<file path="src/rtl/dmi_cmd_master.sv">
// dmi_cmd_master: single-outstanding DMI requester with per-attempt timeout and busy retry.
module dmi_cmd_master #(
    parameter int TIMEOUT_CYCLES = 1024,
    parameter int RETRY_MAX      = 3
) (
    input  logic        clk_i,
    input  logic        rst_ni,
    input  logic        cmd_valid_i,
    output logic        cmd_ready_o,
    input  logic [6:0]  cmd_addr_i,
    input  logic [1:0]  cmd_op_i,
    input  logic [31:0] cmd_data_i,
    output logic        rsp_valid_o,
    input  logic        rsp_ready_i,
    output logic [1:0]  rsp_resp_o,
    output logic [31:0] rsp_data_o,
    output logic        rsp_timeout_o,
    output logic        dmi_req_valid_o,
    input  logic        dmi_req_ready_i,
    output logic [6:0]  dmi_req_bits_addr_o,
    output logic [1:0]  dmi_req_bits_op_o,
    output logic [31:0] dmi_req_bits_data_o,
    input  logic        dmi_resp_valid_i,
    output logic        dmi_resp_ready_o,
    input  logic [1:0]  dmi_resp_bits_resp_i,
    input  logic [31:0] dmi_resp_bits_data_i,
    output logic        busy_o
);
    localparam int TW = $clog2(TIMEOUT_CYCLES);
    localparam int RW = RETRY_MAX > 0 ? $clog2(RETRY_MAX + 1) : 1;
    localparam logic [TW-1:0] TMAX = TW'(TIMEOUT_CYCLES - 1);
    localparam logic [RW-1:0] RMAX = RW'(RETRY_MAX);

    typedef enum logic [1:0] {IDLE, REQ, WAIT, RSP} state_t;

    state_t        state_q, state_d;
    logic [TW-1:0] timer_q, timer_d;
    logic [RW-1:0] retry_q, retry_d;
    logic [6:0]    addr_q, addr_d;
    logic [1:0]    op_q, op_d;
    logic [31:0]   wdata_q, wdata_d;
    logic [1:0]    resp_q, resp_d;
    logic [31:0]   rdata_q, rdata_d;
    logic          to_q, to_d;
    logic          timer_hit;

    assign timer_hit = timer_q == TMAX;

    always_comb begin
        state_d = state_q;
        timer_d = timer_q;
        retry_d = retry_q;
        addr_d  = addr_q;
        op_d    = op_q;
        wdata_d = wdata_q;
        resp_d  = resp_q;
        rdata_d = rdata_q;
        to_d    = to_q;
        case (state_q)
            IDLE: if (cmd_valid_i) begin
                addr_d  = cmd_addr_i;
                op_d    = cmd_op_i;
                wdata_d = cmd_data_i;
                timer_d = '0;
                retry_d = '0;
                state_d = REQ;
            end
            REQ: begin
                timer_d = timer_q + 1'b1;
                if (dmi_req_ready_i) begin
                    timer_d = '0;
                    state_d = WAIT;
                end else if (timer_hit) begin
                    resp_d  = 2'd2;
                    rdata_d = '0;
                    to_d    = 1'b1;
                    state_d = RSP;
                end
            end
            WAIT: begin
                timer_d = timer_q + 1'b1;
                // a real response in the timeout cycle takes precedence over the abort
                if (dmi_resp_valid_i && dmi_resp_bits_resp_i == 2'd3 && retry_q < RMAX) begin
                    retry_d = retry_q + 1'b1;
                    timer_d = '0;
                    state_d = REQ;
                end else if (dmi_resp_valid_i) begin
                    resp_d  = dmi_resp_bits_resp_i;
                    rdata_d = dmi_resp_bits_data_i;
                    to_d    = 1'b0;
                    state_d = RSP;
                end else if (timer_hit) begin
                    resp_d  = 2'd2;
                    rdata_d = '0;
                    to_d    = 1'b1;
                    state_d = RSP;
                end
            end
            RSP: state_d = rsp_ready_i ? IDLE : RSP;
            default: state_d = IDLE;
        endcase
    end

    always_ff @(posedge clk_i or negedge rst_ni) begin
        if (!rst_ni) begin
            state_q <= IDLE;
            timer_q <= '0;
            retry_q <= '0;
            addr_q  <= '0;
            op_q    <= '0;
            wdata_q <= '0;
            resp_q  <= '0;
            rdata_q <= '0;
            to_q    <= 1'b0;
        end else begin
            state_q <= state_d;
            timer_q <= timer_d;
            retry_q <= retry_d;
            addr_q  <= addr_d;
            op_q    <= op_d;
            wdata_q <= wdata_d;
            resp_q  <= resp_d;
            rdata_q <= rdata_d;
            to_q    <= to_d;
        end
    end

    // outputs decode from state only, so an async reset clears them immediately
    assign cmd_ready_o         = state_q == IDLE;
    assign busy_o              = state_q != IDLE;
    assign dmi_req_valid_o     = state_q == REQ;
    assign dmi_req_bits_addr_o = dmi_req_valid_o ? addr_q : '0;
    assign dmi_req_bits_op_o   = dmi_req_valid_o ? op_q : '0;
    assign dmi_req_bits_data_o = dmi_req_valid_o ? wdata_q : '0;
    assign dmi_resp_ready_o    = state_q == WAIT;
    assign rsp_valid_o         = state_q == RSP;
    assign rsp_resp_o          = rsp_valid_o ? resp_q : '0;
    assign rsp_data_o          = rsp_valid_o ? rdata_q : '0;
    assign rsp_timeout_o       = rsp_valid_o & to_q;
endmodule

</file>
<file path="config.mk">
export PLATFORM = sky130hd
export DESIGN_NAME = dmi_cmd_master
export DESIGN_NICKNAME = d
export VERILOG_FILES = /design/src/rtl/dmi_cmd_master.sv
export SDC_FILE = /design/constraint.sdc
export NUM_CORES = 1
export LEC_CHECK = 0
export ABC_AREA = 1
export CAP_MARGIN = 20
export CORE_ASPECT_RATIO = 0.7
export CORE_UTILIZATION = 25
export DETAILED_ROUTE_END_ITERATION = 8
export GPL_TIMING_DRIVEN = 0
export PLACE_DENSITY_LB_ADDON = 0.3
export SETUP_SLACK_MARGIN = 0.5
export SYNTH_ARGS = -nofsm -noshare
export SYNTH_HDL_FRONTEND = slang
export SYNTH_SLANG_ARGS = --single-unit
export TNS_END_PERCENT = 30
</file>
<file path="constraint.sdc">
create_clock -name clk_i -period 1.6 [get_ports clk_i]
set_clock_uncertainty 0.1 [all_clocks]
set_input_delay 0.16 -clock clk_i [delete_from_list [all_inputs] [get_ports clk_i]]
set_output_delay 0.16 -clock clk_i [all_outputs]
set_load 0.005 [all_outputs]
</file>
**After elaboration in Yosys (flattened, before gate mapping)**

Index checks and enable logic that the tools add are counted.

- Output and inout bits: 81
- Logic and storage cells: 67
- Flip-flop bits (word level): 90

- Magnitude comparators: 1
- Bitwise logic cells: 1
- Muxes and demuxes: 34
- Add/sub/neg operators: 2
- Reduce and logical (&&, ||, !) cells: 11
- Eq/ne operators: 9

Operator list:

| kind | number |
|---|---|
| $mux 32 | 6 |
| $pmux 32 s2 | 1 |
| $mux 10 | 3 |
| $pmux 10 s3 | 1 |
| $mux 2 | 14 |
| $add 10x1->10 const B | 1 |
| $eq 10x10->1 const B | 1 |
| $pmux 2 s2 | 2 |
| $pmux 2 s4 | 1 |
| $mux 7 | 1 |
| $eq 2x2->1 const B | 3 |
| $ne 2x2->1 const B | 3 |
| $reduce_and 3->1 | 2 |
| $reduce_bool 2->1 | 3 |
| $mux 1 | 4 |
| $reduce_and 2->1 | 2 |
| $reduce_bool 3->1 | 1 |
| $add 2x1->2 const B | 1 |
| $eq 2x1->1 const B | 1 |
| $logic_and 1x1->1 | 2 |
| $logic_not 2->1 | 1 |
| $lt 2x2->1 const B | 1 |
| $ne 2x1->1 const B | 1 |
| $pmux 1 s2 | 1 |
| $and 1x1->1 | 1 |

**Logic depth before layout (Yosys ltp)**

Gate-level depths: netlist of run 1.

- Word-level depth: 5
- Depth in mapped cells: 10
- Gate-level depth less buffers: 9

**Least setup slack after synthesis of run 1**

No wires, ideal clock.

- Kind: reg-to-reg
- From: reg state_q[1]
- To: reg rdata_q[15]
- Stages on the path, launching flop included: 10
- Setup slack: -0.129 ns
- Setup time: 0.121 ns
- Arrival: 1.508 ns
- Period minus slack after synthesis: 1.729 ns
- Cells stage by stage: dfrtp_1 inv_1 ha_1 buf_2 a21oi_4 nand3_1 buf_4 buf_4 nand2_1 a21oi_1

- Cells in the longest elaborated chain, start to end: 3
- Elaborated cells on any way between the ends: 7
- Those cells by class: eq/ne (4); mux (1); reduce/logical (2)

RTL lines:

| item | RTL line | RTL |
|---|---|---|
| from (decl) | 36 | `state_t state_q, state_d;` |
| from (signal assigned) | 116 | `state_q <= state_d;` |
| $eq 2x1->1 (*) | n/a |  |
| net dmi_req_valid_o | 18 | `output logic dmi_req_valid_o,` |
| $ne 2x2->1 (no source line) / $reduce_bool 2->1 (equally long branches) | n/a |  |
| $reduce_and 3->1 (no source line) | n/a |  |
| to (signal assigned) | 123 | `rdata_q <= rdata_d;` |
| to (decl) | 43 | `logic [31:0] rdata_q, rdata_d;` |

The timed path passes the listed nets; every way through them passes the cells marked *.
A chain may end at the register's enable or synchronous reset.

**Final worst setup path of run 1**

- From: reg state_q[1]
- To: out dmi_req_bits_addr_o[2]

- Cells in the longest elaborated chain, start to end: 2

RTL lines:

| item | RTL line | RTL |
|---|---|---|
| $eq 2x1->1 | 131 | `assign dmi_req_valid_o = state_q == REQ;` |
| $mux 7 | 132 | `assign dmi_req_bits_addr_o = dmi_req_valid_o ? addr_q : '0;` |
| to (decl) | 20 | `output logic [6:0] dmi_req_bits_addr_o,` |

No other way between the ends.

==> results of run 1 <==
## cells by family after synthesis
kind of cell | Yosys count
and+or+nand+nor | 247
AOI/OAI and AO/OA | 32
buffers and inverters | 134
DFF | 90
xor gates and xnor gates | 3
muxes | 42
adders and majority gates | 6
## metal layers
| metal | part of all wire, % | vias to the layer above | track usage, % |
|---|---|---|---|
| met2 | 44 | 125 | 20.96 |
| li1 | - | 2165 | - |
| met4 | 0.99 | 0 | 3.457 |
| met1 | 48 | 2089 | 21.08 |
| met3 | 6.5 | 9 | 4.257 |
| met5 | 0 | - | 0 |
## cell type report
cell class / count / area (um^2) / area share, %
sequential: 90 / 2253 / 27.57
clock inverter: 5 / 86.33 / 1.056
antenna: 1 / 2.502 / 0.03062
multi-input combinational: 330 / 2377 / 29.09
timing repair buffer: 218 / 2092 / 25.60
clock buffer: 11 / 252.7 / 3.092
inverter: 106 / 412.9 / 5.052
buffer: 28 / 406.6 / 4.976
tap: 231 / 289.0 / 3.536
## cells in the mapped netlist
cell type	n
inv_1	101
a21oi_4	1
ha_1	6
buf_4	5
mux2_2	41
inv_2	5
nor2_1	39
xor2_1	3
buf_2	10
and2_1	1
o21ai_0	4
nand3_1	10
or2_2	2
a21oi_2	1
buf_1	7
a21oi_1	25
nand4_2	1
nand4_1	26
and3_1	1
nor3_1	1
nand2_2	1
o21bai_1	1
nand2_1	165
mux2i_1	1
clkbuf_1	4
dfrtp_1	90
buf_6	2
## report_power, final
group	total [W]	switching, W	internal [W]	leakage (nW)
combinational	0.00799	0.00336	0.00463	3.13
clock	0.00240	0.000936	0.00146	0.166
sequential	0.00407	0.000786	0.00328	1.09
## stage by stage
step           TNS [ns]  instances  area, um^2
2_1_floorplan    -1.514        554        4726
3_3_place_gp    -363.98        946        6626
3_5_place_dp     -59.76        947        6651
4_1_cts          -42.31        994        7433
5_1_grt          -49.77       1019        8170
6_report         -39.31       1020        8173
## critical path, cell delays in order, from the launching register on
cell and delay, ns:
dfrtp_1 0.41, inv_2 0.08, ha_4 0.17, buf_12 0.14, buf_8 0.12, buf_6 0.10, buf_6 0.10, buf_6 0.12
nand2_2 0.05, inv_2 0.03, buf_6 0.10
## final timing paths
path	from	slack, ns	end
max in group asynchronous	rst_ni	1.00	state_q[0]
min reg2reg	retry_q[0]	0.39	retry_q[0]
max	state_q[1]	-0.45	dmi_req_bits_addr_o[2]
min	rst_ni	-0.28	wdata_q[18]
max reg2reg	state_q[1]	-0.42	rdata_q[3]
min in group clk_i	dmi_resp_bits_data_i[7]	0.30	rdata_q[7]
## timing repair
| action | in CTS | in global routing |
|---|---|---|
| setup buffers | 28 | 19 |
| pin swaps | 12 | 23 |
| endpoints found under the setup margin | 171 | 171 |
| cloned | 3 | 6 |
| hold endpoints to repair | 44 | 44 |
| gates resized for setup | 355 | 243 |
## state kept, by name, summed over array words and instances (netlist names)
signal,cells
retry_q,2
state_q,2
timer_q,10
op_q,2
wdata_q,32
resp_q,2
to_q,1
addr_q,7
rdata_q,32
==> results.yml, run 1 <==
global_route:
  grt-ovfl-total: 0
  grtUsageTotal_pct: 14.51
  antenna_found_initial: 0
  grt_pass1_wl_um: 21280
  grt_max_degree: 47
  grt_pass1_vias: 4101
placement:
  port_buffers: 161
  dp_hpwl_um: 9206
  gp_congestion: 0.7682
  pre_cts_ws_ns: -0.7083
floorplan:
  start_util_pct: 26.14
  fp-row-count: 40
  die_h_um: 115.2
  core_um2: 17520
  die-area_um2: 18870
  die_x_um: 163.8
  pin_count: 162
run_status:
  status: "complete, but fails checks"
  failed_checks: "negative hold slack, negative setup slack"
logic_synthesis:
  synth_area_leaders: "dfrtp_1 (49%), nand2_1 (14%), mux2_2 (10%), inv_1 (8.3%), nand4_1 (3.6%)"
  ys_seq_area_share_pct: 49.18
  ys_ff_latch: 90
  syn_area_per_cell_um2: 8.266
  syn-cell-area_um2: 4579
  ys_warn_count: 0
  synth_top_family_by_area: "simple AND/OR/NAND/NOR gates"
  synth_compound_area_share_pct: 3.880
  synthMuxAreaShare_pct: 10.30
  synth_cell_types: 27
  synth_nets: 641
  synth_top_area_cell: "dfrtp_1"
  netlist.area_leader.share_pct: 49.18
  synth_xor_area_share_pct: 0.5738
  netlist_instances: 554
  synth-simple-area-share_pct: 22.43
  synthAdderAreaFrac_pct: 1.639
final_layout:
  final_nets: 870
  layout_commonest_cell: "dfrtp_1"
  utilization_pct: 46.66
  final_cell_mix: "dfrtp_1 (89), clkdlybuf4s50_1 (79), nand2_1 (78), nand2_2 (73), inv_1 (64)"
  drive_gt1_share_pct: 48.48
  area_delta_synth_final_pct: 78.47
  fillers: 1700
clock_tree:
  clk_latency_ns: 0.34
  clk_path_buf_depth: 2
  cts_tree: "done"
  htree_levels: 3
  cts.sink_count: 90
  clock-root-buffer: "clkbuf_16"
  path_clk_slew_ns: 0.07
  cts_made_buffers: 9
worst_setup_path:
  path_max_fanout: 7
  cp_data_arrival_time_ns: 1.79
  critical_path_class: "flop to output pin"
  reg2reg_depth: 10
  end_kind: "output pin"
  crit_required_ns: 1.34
  cp-start-kind: "flop"
routing:
  wl_um: 14140
  post-route-drc-count: 0
  wl_per_cell_um: 13.86
  vias: 4388
  dr.pass1.iters: 5
  via_per_inst: 4.302
  initialDrtViolationCount: 198
  ant_nets: 0
timing:
  relSlewSlack_pct: 58.54
  fmax_ghz: 0.4886
  rsz0062_at_grt: "yes"
  drv_slew: 0
  period_minus_slack_ns: 2.046
  tightest_slew_ns: 0.6219
  setup-violations-final: 166
  fin_hold_ws_ns: -0.2799
  timing.final.crit_share_pct: 127.9
  hold_viol: 44
  setup_slack_ns: -0.4465
power:
  power.density_nw_per_um2: 1769
  vdd_drop_max_mv: 0.6294
  leakagePower_nw: 4.384
  power_w: 0.01445
flow_run:
  maxCapViolCount: 0
hold_path:
  hold_class: "input port to async pin"
Note: power is estimated with default switching activity, not from simulation.
==> run 2, diff against run 1 <==
--- a/config.mk
+++ b/config.mk
@@ -9,9 +9,11 @@
 export CAP_MARGIN = 20
 export CORE_ASPECT_RATIO = 0.7
 export CORE_UTILIZATION = 25
+export CTS_BUF_LIST = sky130_fd_sc_hd__clkbuf_16
 export DETAILED_ROUTE_END_ITERATION = 8
 export GPL_TIMING_DRIVEN = 0
 export PLACE_DENSITY_LB_ADDON = 0.3
+export RECOVER_POWER = 100
 export SETUP_SLACK_MARGIN = 0.5
 export SYNTH_ARGS = -nofsm -noshare
 export SYNTH_HDL_FRONTEND = slang
==> results.yml, run 2 (synthesis results as in run 1) <==
timing:
  relSlewSlack_pct: 20.87
  fmax_ghz: 0.4879
  hold_viol: 44
  drv_slew: 0
  timing.final.crit_share_pct: 128.1
  rsz0062_at_grt: "yes"
  setup-violations-final: 166
  period_minus_slack_ns: 2.050
  setup_slack_ns: -0.4496
  tightest_slew_ns: 1.187
  fin_hold_ws_ns: -0.05328
global_route:
  grtUsageTotal_pct: 14.51
  grt-ovfl-total: 0
  grt_pass1_wl_um: 21270
  antenna_found_initial: 0
  grt_max_degree: 47
  grt_pass1_vias: 4103
final_layout:
  layout_commonest_cell: "dfrtp_1"
  utilization_pct: 46.41
  final_nets: 870
  drive_gt1_share_pct: 48.22
  area_delta_synth_final_pct: 77.54
  fillers: 1702
  final_cell_mix: "dfrtp_1 (89), clkdlybuf4s50_1 (79), nand2_1 (78), nand2_2 (72), inv_1 (64)"
  reg_top3: "rdata_q (32), wdata_q (32), timer_q (10)"
  finish.cell_count_without_fillers: 1020
worst_setup_path:
  crit_required_ns: 1.34
  critical_path_class: "flop to output pin"
  cp_data_arrival_time_ns: 1.79
  path_max_fanout: 7
  cp-start-kind: "flop"
  end_kind: "output pin"
  rrSetupSlack_ns: -0.42
floorplan:
  core_um2: 17520
  start_util_pct: 26.14
  die-area_um2: 18870
  pin_count: 162
  fp-row-count: 40
  die_h_um: 115.2
  die_x_um: 163.8
routing:
  wl_um: 14170
  dr.pass1.iters: 5
  initialDrtViolationCount: 192
  wl_per_cell_um: 13.89
  via_per_inst: 4.286
  ant_nets: 0
  post-route-drc-count: 0
  top_layer: "met4"
  met3_length_um: 937
  wl_met2_um: 6273
  routedLengthMet1_um: 6817
  vias: 4372
power:
  leakagePower_nw: 4.370
  p_seq_share_pct: 28.4
  switchingPower_w: 0.005082
  vdd_drop_max_mv: 0.6299
  swShare_pct: 35.41
  power.density_nw_per_um2: 1765
  internal-power_w: 0.009270
  pwr-share-clk_pct: 16.0
  comb_power_share_pct: 55.6
clock_tree:
  cts_made_buffers: 9
  clock-root-buffer: "clkbuf_16"
  cts_tree: "done"
  clk_path_buf_depth: 2
  cts.sink_count: 90
  htree_levels: 3
  path_clk_slew_ns: 0.07
  clk_latency_ns: 0.34
flow_run:
  maxCapViolCount: 0
run_status:
  failed_checks: "negative hold slack, negative setup slack"
  status: "complete, but fails checks"
hold_path:
  hold_class: "input port to async pin"
placement:
  gp_congestion: 0.7682
  port_buffers: 161
  dp_hpwl_um: 9206
  placed_cells: 947
-- run 2: cell type report --
class | count | area [um^2] | share of cell area [%]
clock inverter | 7 | 93.84 | 1.154
multi-input combinational | 330 | 2374 | 29.19
antenna | 1 | 2.502 | 0.03078
sequential | 90 | 2253 | 27.72
inverter | 106 | 412.9 | 5.078
tap | 231 | 289.0 | 3.555
buffer | 28 | 406.6 | 5.002
clock buffer | 9 | 225.2 | 2.770
timing repair buffer | 218 | 2073 | 25.50
-- run 2: power groups by stage --
stage	combinational [W]	clock, W	sequential [W]
detailed placement	0.00541	0	0.00381
global placement	0.00539	0	0.00379
finish	0.00797	0.00230	0.00407
CTS	0.00659	0.00240	0.00387
global route	0.00865	0.00249	0.00419
floorplan	0.00309	0	0.00369
-- run 2: per-stage QoR --
step                      setup slack (ns)  total power (W)  hold slack [ns]  TNS [ns]  instance area (um^2)
after floorplan                   -0.05582         0.006780          -0.2356    -1.514                  4726
after global placement              -3.386         0.009186           0.3627   -363.98                  6626
after detailed placement           -0.7083         0.009226           0.1206    -59.76                  6651
after CTS                          -0.5645          0.01286          -0.2567    -42.33                  7413
after global routing               -0.5321          0.01532          0.03772    -51.41                  8128
final                              -0.4496          0.01435         -0.05328    -41.20                  8130
-- run 2: repair_timing --
item                                    CTS  global route
pin swaps                                12            21
gates resized for setup                 355           244
hold endpoints to repair                 44            44
endpoints found under the setup margin  171           171
setup buffers                            28            19
cloned                                    3             6
-- run 2: worst max-delay path: stages (launching register included) --
cell     delay, ns
dfrtp_1       0.41
inv_2         0.08
ha_4          0.17
buf_12        0.14
buf_8         0.12
buf_6         0.10
buf_6         0.10
buf_6         0.12
nand2_2       0.05
inv_2         0.03
buf_6         0.10
-- run 2: worst paths after layout --
kind / start / end / cells after the start
worst min register to register: retry_q[0] / retry_q[0] / 1
max in group asynchronous: rst_ni / state_q[0] / 2
worst min-delay path: rst_ni / wdata_q[18] / 1
worst max register to register: state_q[1] / rdata_q[3] / 10
min in group clk_i: dmi_resp_bits_data_i[7] / rdata_q[7] / 3
worst max-delay path: state_q[1] / dmi_req_bits_addr_o[2] / 10
-- run 2: per-layer routing --
metal	vias up	global-route usage, %
li1	2162	-
met1	2079	21.05
met2	122	20.99
met3	9	4.257
met4	0	3.457
met5	-	0
